**config.mk**
```make
export PLATFORM = sky130hd
export DESIGN_NAME = inta_sequencer_flat
export DESIGN_NICKNAME = d
export VERILOG_FILES = /design/src/rtl/pic_pkg.sv /design/src/rtl/inta_sequencer_if.sv /design/src/rtl/rot_priority_encoder.sv /design/src/rtl/inta_sequencer.sv /design/src/flat_wrapper.sv
export SDC_FILE = /design/constraint.sdc
export NUM_CORES = 1
export LEC_CHECK = 0
export BUFFER_PORTS_ARGS = -buffer_cell sky130_fd_sc_hd__buf_2
export CAP_MARGIN = 5
export CORE_UTILIZATION = 45
export DETAILED_ROUTE_END_ITERATION = 8
export PLACE_DENSITY = 0.66
export SLEW_MARGIN = 15
export SYNTH_ARGS = -nofsm -noshare
export SYNTH_HDL_FRONTEND = slang
export SYNTH_HIERARCHICAL = 1
export SYNTH_SLANG_ARGS = --single-unit
export TNS_END_PERCENT = 10
```
**constraint.sdc**
```tcl
create_clock -name clk -period 8.6 [get_ports clk]
set_input_delay 2.58 -clock clk [delete_from_list [all_inputs] [get_ports clk]]
set_output_delay 2.58 -clock clk [all_outputs]
set_load 0.03 [all_outputs]
```
**src/rtl/pic_pkg.sv**
```systemverilog
// Shared PIC definitions: IR count, level width, acknowledge FSM states, rank helper.
// Latency: none (types and pure functions only).
// Backpressure: not applicable.
package pic_pkg;

  localparam int IR_COUNT = 8;
  localparam int LVL_W    = 3;

  typedef logic [LVL_W-1:0]    level_t;
  typedef logic [IR_COUNT-1:0] ir_vec_t;

  typedef enum logic [1:0] {
    IDLE = 2'd0,
    ACK1 = 2'd1,
    GAP  = 2'd2,
    ACK2 = 2'd3
  } seq_state_t;

  // Rank 0 is the highest priority, sitting one above the current lowest level.
  function automatic level_t pri_rank(input level_t lvl, input level_t lowest);
    return lvl - lowest - 3'd1;
  endfunction

endpackage

```
**src/rtl/inta_sequencer_if.sv**
```systemverilog
// Request/EOI/acknowledge inputs and ISR/vector outputs of the INTA sequencer.
// Latency: none (wiring only).
// Backpressure: none; the CPU paces the sequence through inta_n edges.
interface inta_sequencer_if;
  import pic_pkg::*;

  ir_vec_t      irq_req;
  logic [4:0]   vector_base;
  logic         auto_eoi;
  logic         rotate_en;
  logic         eoi_cmd;
  logic         eoi_specific;
  level_t       eoi_level;
  logic         inta_n;

  logic         int_out;
  ir_vec_t      isr;
  ir_vec_t      irq_clear;
  logic [7:0]   data_out;
  logic         data_oe;
  level_t       lowest_pri;

  modport master (
    output irq_req, vector_base, auto_eoi, rotate_en,
           eoi_cmd, eoi_specific, eoi_level, inta_n,
    input  int_out, isr, irq_clear, data_out, data_oe, lowest_pri
  );

  modport slave (
    input  irq_req, vector_base, auto_eoi, rotate_en,
           eoi_cmd, eoi_specific, eoi_level, inta_n,
    output int_out, isr, irq_clear, data_out, data_oe, lowest_pri
  );

endinterface

```
**src/rtl/rot_priority_encoder.sv**
```systemverilog
// Circular find-first: highest-ranked set bit, ranking starts at base+1 and wraps upward.
// Latency: combinational.
// Backpressure: not applicable.
module rot_priority_encoder
  import pic_pkg::*;
(
  input  ir_vec_t request,
  input  level_t  base,
  output logic    valid,
  output level_t  level
);

  level_t idx;

  // Scan from lowest rank to highest so the last hit written is the winner.
  always_comb begin
    valid = 1'b0;
    level = '0;
    idx   = '0;
    for (int i = IR_COUNT; i >= 1; i--) begin
      idx = base + level_t'(i);
      if (request[idx]) begin
        valid = 1'b1;
        level = idx;
      end
    end
  end

endmodule

```
**src/rtl/inta_sequencer.sv**
```systemverilog
// 8259-style INTA sequencer: picks the winning IR, tracks in-service bits, drives the vector.
// Latency: irq_req to int_out 1 cycle; vector valid the cycle after the second INTA fall.
// Backpressure: none; requests wait in irq_req until eligible and acknowledged.
module inta_sequencer
  import pic_pkg::*;
(
  input  logic            clk,
  input  logic            reset,
  inta_sequencer_if.slave bus
);

  seq_state_t state;
  logic       inta_q;
  logic       spurious;
  level_t     winner;

  logic       fall;
  logic       rise;
  logic       eligible;
  logic       req_vld;
  logic       isr_vld;
  level_t     req_lvl;
  level_t     isr_lvl;
  logic       eoi_hit;
  level_t     eoi_lvl;
  logic       aeoi_clr;
  ir_vec_t    set_mask;
  ir_vec_t    clr_mask;

  rot_priority_encoder u_req_enc (
    .request (bus.irq_req),
    .base    (bus.lowest_pri),
    .valid   (req_vld),
    .level   (req_lvl)
  );

  rot_priority_encoder u_isr_enc (
    .request (bus.isr),
    .base    (bus.lowest_pri),
    .valid   (isr_vld),
    .level   (isr_lvl)
  );

  assign fall = inta_q & ~bus.inta_n;
  assign rise = ~inta_q & bus.inta_n;

  // A request may interrupt only if it outranks everything already in service.
  assign eligible = req_vld &
                    (~isr_vld | (pri_rank(req_lvl, bus.lowest_pri) < pri_rank(isr_lvl, bus.lowest_pri)));

  assign aeoi_clr = (state == ACK2) & rise & bus.auto_eoi & ~spurious;

  // Resolve which in-service bit an EOI command really clears (none if it is already clear).
  always_comb begin
    eoi_hit = 1'b0;
    eoi_lvl = '0;
    if (bus.eoi_cmd) begin
      if (bus.eoi_specific) begin
        eoi_lvl = bus.eoi_level;
        eoi_hit = bus.isr[bus.eoi_level];
      end else begin
        eoi_lvl = isr_lvl;
        eoi_hit = isr_vld;
      end
    end
  end

  // ISR edits for this cycle; the set is OR-ed in last so it beats a same-bit clear.
  always_comb begin
    set_mask = '0;
    clr_mask = '0;
    if ((state == IDLE) && fall && eligible) set_mask[req_lvl] = 1'b1;
    if (aeoi_clr)                             clr_mask[winner]  = 1'b1;
    if (eoi_hit)                              clr_mask[eoi_lvl] = 1'b1;
  end

  // Acknowledge FSM with all outputs registered; an explicit EOI rotation beats an auto-EOI one.
  always_ff @(posedge clk) begin
    if (reset) begin
      state          <= IDLE;
      inta_q         <= 1'b1;
      winner         <= '0;
      spurious       <= 1'b0;
      bus.isr        <= '0;
      bus.lowest_pri <= 3'd7;
      bus.int_out    <= 1'b0;
      bus.irq_clear  <= '0;
      bus.data_oe    <= 1'b0;
      bus.data_out   <= '0;
    end else begin
      inta_q        <= bus.inta_n;
      bus.irq_clear <= '0;
      bus.int_out   <= 1'b0;
      bus.isr       <= (bus.isr & ~clr_mask) | set_mask;

      if (bus.rotate_en) begin
        if (eoi_hit)       bus.lowest_pri <= eoi_lvl;
        else if (aeoi_clr) bus.lowest_pri <= winner;
      end

      case (state)
        IDLE: begin
          if (fall) begin
            state <= ACK1;
            if (eligible) begin
              winner        <= req_lvl;
              spurious      <= 1'b0;
              bus.irq_clear <= set_mask;
            end else begin
              winner   <= 3'd7;
              spurious <= 1'b1;
            end
          end else begin
            bus.int_out <= eligible;
          end
        end
        ACK1: begin
          if (rise) state <= GAP;
        end
        GAP: begin
          if (fall) begin
            state        <= ACK2;
            bus.data_oe  <= 1'b1;
            bus.data_out <= {bus.vector_base, winner};
          end
        end
        ACK2: begin
          if (rise) begin
            state       <= IDLE;
            bus.data_oe <= 1'b0;
          end
        end
        default: state <= IDLE;
      endcase
    end
  end

endmodule

```
**src/flat_wrapper.sv**
```systemverilog
// flat-port wrapper written by rule: the top's interface ports become plain ports
module inta_sequencer_flat import pic_pkg::*;
  (clk, reset, bus_irq_req, bus_vector_base, bus_auto_eoi, bus_rotate_en, bus_eoi_cmd, bus_eoi_specific, bus_eoi_level, bus_inta_n, bus_int_out, bus_isr, bus_irq_clear, bus_data_out, bus_data_oe, bus_lowest_pri);
  inta_sequencer_if bus_i ();
  input  logic clk;
  input  logic reset;
  input wire logic [$bits(bus_i.irq_req)-1:0] bus_irq_req;
  input wire logic [$bits(bus_i.vector_base)-1:0] bus_vector_base;
  input wire logic [$bits(bus_i.auto_eoi)-1:0] bus_auto_eoi;
  input wire logic [$bits(bus_i.rotate_en)-1:0] bus_rotate_en;
  input wire logic [$bits(bus_i.eoi_cmd)-1:0] bus_eoi_cmd;
  input wire logic [$bits(bus_i.eoi_specific)-1:0] bus_eoi_specific;
  input wire logic [$bits(bus_i.eoi_level)-1:0] bus_eoi_level;
  input wire logic [$bits(bus_i.inta_n)-1:0] bus_inta_n;
  output wire logic [$bits(bus_i.int_out)-1:0] bus_int_out;
  output wire logic [$bits(bus_i.isr)-1:0] bus_isr;
  output wire logic [$bits(bus_i.irq_clear)-1:0] bus_irq_clear;
  output wire logic [$bits(bus_i.data_out)-1:0] bus_data_out;
  output wire logic [$bits(bus_i.data_oe)-1:0] bus_data_oe;
  output wire logic [$bits(bus_i.lowest_pri)-1:0] bus_lowest_pri;
  assign bus_i.irq_req = bus_irq_req;
  assign bus_i.vector_base = bus_vector_base;
  assign bus_i.auto_eoi = bus_auto_eoi;
  assign bus_i.rotate_en = bus_rotate_en;
  assign bus_i.eoi_cmd = bus_eoi_cmd;
  assign bus_i.eoi_specific = bus_eoi_specific;
  assign bus_i.eoi_level = bus_eoi_level;
  assign bus_i.inta_n = bus_inta_n;
  assign bus_int_out = bus_i.int_out;
  assign bus_isr = bus_i.isr;
  assign bus_irq_clear = bus_i.irq_clear;
  assign bus_data_out = bus_i.data_out;
  assign bus_data_oe = bus_i.data_oe;
  assign bus_lowest_pri = bus_i.lowest_pri;
  inta_sequencer u_core (.clk(clk), .reset(reset), .bus(bus_i));
endmodule
```
==> run summary <==
Number of storage elements in the synthesis netlist = 36
Cell Rows = 29
Combined area of all synthesized cells = 3120 um^2
Data arrival time at the worst-slack endpoint = 6.36 ns
Status = finished, final reports clean
Drc violations = 0
WHS Path Cells = 2
Total I/O pin count = 52
Final setup violation count = 0
Die area = 7260 um^2
Total count of hold-check failures in the final report = 0
Die boundary height = 85.2 um
Setup crit end kind = flop
CTS-repair resized insts = 0
Most used DFF post-synth = dfxtp_1
Total core area = 6530 um^2
Leakage power summed over all cells = 1.44 nW
Worst Path Max Fanout = 9
Starting Density = 0.477
Chain of cells forming the critical path = buf_2 > mux4_2 > mux2_2 > nor3b_1 > o311ai_1 > a31oi_1 > ha_1 > inv_1 > fa_1 > xnor2_1 > xnor2_1 > ha_1 > a21boi_0 > o211ai_1 > or2_2 > o22ai_1
Leading cell type in the layout, fill and taps excluded = buf_2
Latest clock arrival within the worst-skew pair = 0.29 ns
Cell Pwr Density = 295 nW/um^2
Vias in the first global route = 2524
Fraction of final layout cells with drive strength greater than 1 = 0.266
Wire length of the first global-routing pass = 12500 um
Worst setup SP type = primary input
Max-cap check violation count = 0
Hold-fix buffer count after cts = 0
Final critical delay including setup and external delays = 6.14 ns
End of the worst register-to-register path = u_core/bus.isr[6]
Number of instances in the synthesized netlist = 354
Number of violations reported at the end of detailed-routing iteration 0 = 183
Actual slew at the worst max-slew pin = 0.810 ns
Worst ir drop on vdd = 0.155 mV
Number of synthesized flops with an enable pin = 0
Hold path start = u_core/bus.data_out[3]
CP peak stage delay = 0.53 ns
Half-perimeter wire length after placement = 5550 um
Post-synth ARST share = 0
CTS tree = done
Drt wl/cell = 15.8 um
Min-Delay Path Class = flop to flop
Remaining global-route overflow = 0
Total via count in the routed design = 2897
Clock Sinks = 36
Via/cell ratio = 6.10
Number of optimization iterations in the first detailed-route pass = 5
Worst hold endpoint = u_core/bus.data_out[3]
Yosys warning total = 6
CP Class = primary input to flop
RSZ-0062 raised after global routing = no
Largest net degree at the start of global routing = 24
Post-route fraction of the period consumed by the critical path = 0.714
Post-Route WL = 7510 um
Die W = 85.2 um
Data required time of the worst path = 8.82 ns
Sequential cell area fraction in the yosys report = 0.231
Synthesized area per cell = 8.80 um^2
Nets = 434
Post-CTS setup buffer count = 0
Max Clock Skew = 0.00494 ns
Logic depth of the worst setup path including buffers = 16
RR Startpoint = u_core/bus.lowest_pri[0]
Number of diodes added for antenna fixing = 0
Largest buffer count on any clock path = 2
Depth of the worst register-to-register path = 18
Worst slew margin = 0.459
Final core occ = 0.533
Number of levels the H-tree was split into = 2
Pre-CTS worst setup slack = 2.15 ns
Final critical-path setup slack = 2.46 ns
TritonCTS buffer count = 5
Setup slack, reg-to-reg = 3.16 ns
Quantity of I/O buffers inserted on ports = 51
Cell type group with the largest total delay on the critical path = compound AO/OA/AOI/OAI gates
Number of antenna violations at the first check in global routing = 0
Antenna viol nets, final = 0
Top library cells by usage in the layout, fill and taps aside = buf_2, dfxtp_1, nand2_1
Root Buffer Master = clkbuf_8
Clock-pin slew reported for the worst setup and hold paths after clock tree synthesis = 0.07 ns
Number of nets in the synthesized netlist = 391
Final weighted congestion of routability-driven global placement = 0.865
Final total negative setup slack = 0 ns
Fmax = 163 MHz
Slew Viols, Final = 0
Total global-route track usage = 0.217
Layout area overhead = 11.8%
Distinct cell type count after synthesis = 50
Slowest cell on the critical path = mux4_2
Buf+Inv Stages, Crit Path = 2
routing by layer:
| metal | global-route usage | routed length, um |
|---|---|---|
| met1 | 0.310 | 3630 |
| met2 | 0.339 | 3450 |
| met3 | 0.0438 | 371 |
| met4 | 0.0447 | 66 |
| met5 | 0 | 0 |
Yosys cell counts, drive strengths merged, types with 5 or more instances:
cell type / instances / area [um^2]
nand2: 28 / 105
o21ai: 18 / 90.1
buf: 8 / 77.6
xor2: 5 / 43.8
inv: 21 / 78.8
mux4: 18 / 405
dfxtp: 36 / 721
nand3: 19 / 95.1
o22ai: 8 / 50.1
a21oi: 22 / 110
clkbuf: 10 / 37.5
a211oi: 6 / 45.0
mux2i: 11 / 110
nand2b: 7 / 43.8
nor2: 20 / 75.1
o211ai: 7 / 52.6
xnor2: 5 / 43.8
nor2b: 5 / 31.3
mux2: 17 / 199
o311ai: 6 / 52.6
nor3: 10 / 50.1
a31oi: 6 / 37.5
ha: 12 / 150
registers in the layout, summed over array words and instances (netlist names):
signal	count
u_core/state	2
u_core/bus.lowest_pri	3
u_core/bus.data_oe	1
u_core/spurious	1
u_core/bus.isr	8
u_core/bus.irq_clear	8
u_core/winner	3
u_core/bus.data_out	8
u_core/inta_q	1
u_core/bus.int_out	1
cell families (layout without fill, tap and decap cells):
logic type | after synthesis | after routing | synth area share
adders and majority gates | 14 | 14 | 0.0610
DFF | 36 | 36 | 0.231
muxes | 46 | 46 | 0.229
and+or+nand+nor | 114 | 114 | 0.185
xor gates and xnor gates | 10 | 10 | 0.0281
AOI/OAI and AO/OA | 95 | 95 | 0.204
buffers and inverters | 39 | 83 | 0.0622
worst min-delay path, stage by stage, from the launching register on:
cell and delay [ns]:
dfxtp_1 0.31, nand2_1 0.05, a21oi_1 0.05
through the flow:
stage | cells | hold slack (ns) | cell area [um^2] | power [mW]
finish | 475 | 0.458 | 3480 | 1.03
global route | 475 | 0.476 | 3480 | 1.11
floorplan | 354 | 0.459 | 3120 | 0.746
CTS | 475 | 0.458 | 3480 | 1.03
detailed placement | 467 | 0.448 | 3380 | 0.881
global placement | 467 | 0.441 | 3380 | 0.869
where the power goes:
| part | switching [mW] | leakage (nW) | internal, mW |
|---|---|---|---|
| registers | 0.0466 | 0.292 | 0.199 |
| clock network | 0.0622 | 0.0552 | 0.0860 |
| logic | 0.378 | 1.09 | 0.257 |
layout make-up:
class                      count  area (um^2)
fill                         636         3050
multi-input combinational    279         2200
sequential                    36          721
tap                           77         96.3
timing repair buffer          54          278
inverter                      21         78.8
clock inverter                 2         35.0
clock buffer                   6         72.6
worst max-delay path by stage:
stage / from / to / slack, ns
after global placement: bus_irq_req[5] / u_core/bus.isr[4] / 2.25
final: bus_irq_req[7] / u_core/bus.isr[6] / 2.46
after floorplan: bus_irq_req[7] / u_core/winner[0] / 2.52
after CTS: bus_irq_req[7] / u_core/bus.isr[0] / 2.46
after global routing: bus_irq_req[7] / u_core/bus.isr[0] / 2.14
after detailed placement: bus_irq_req[7] / u_core/winner[0] / 2.15
No activity file was read; power rests on OpenSTA's default activity.
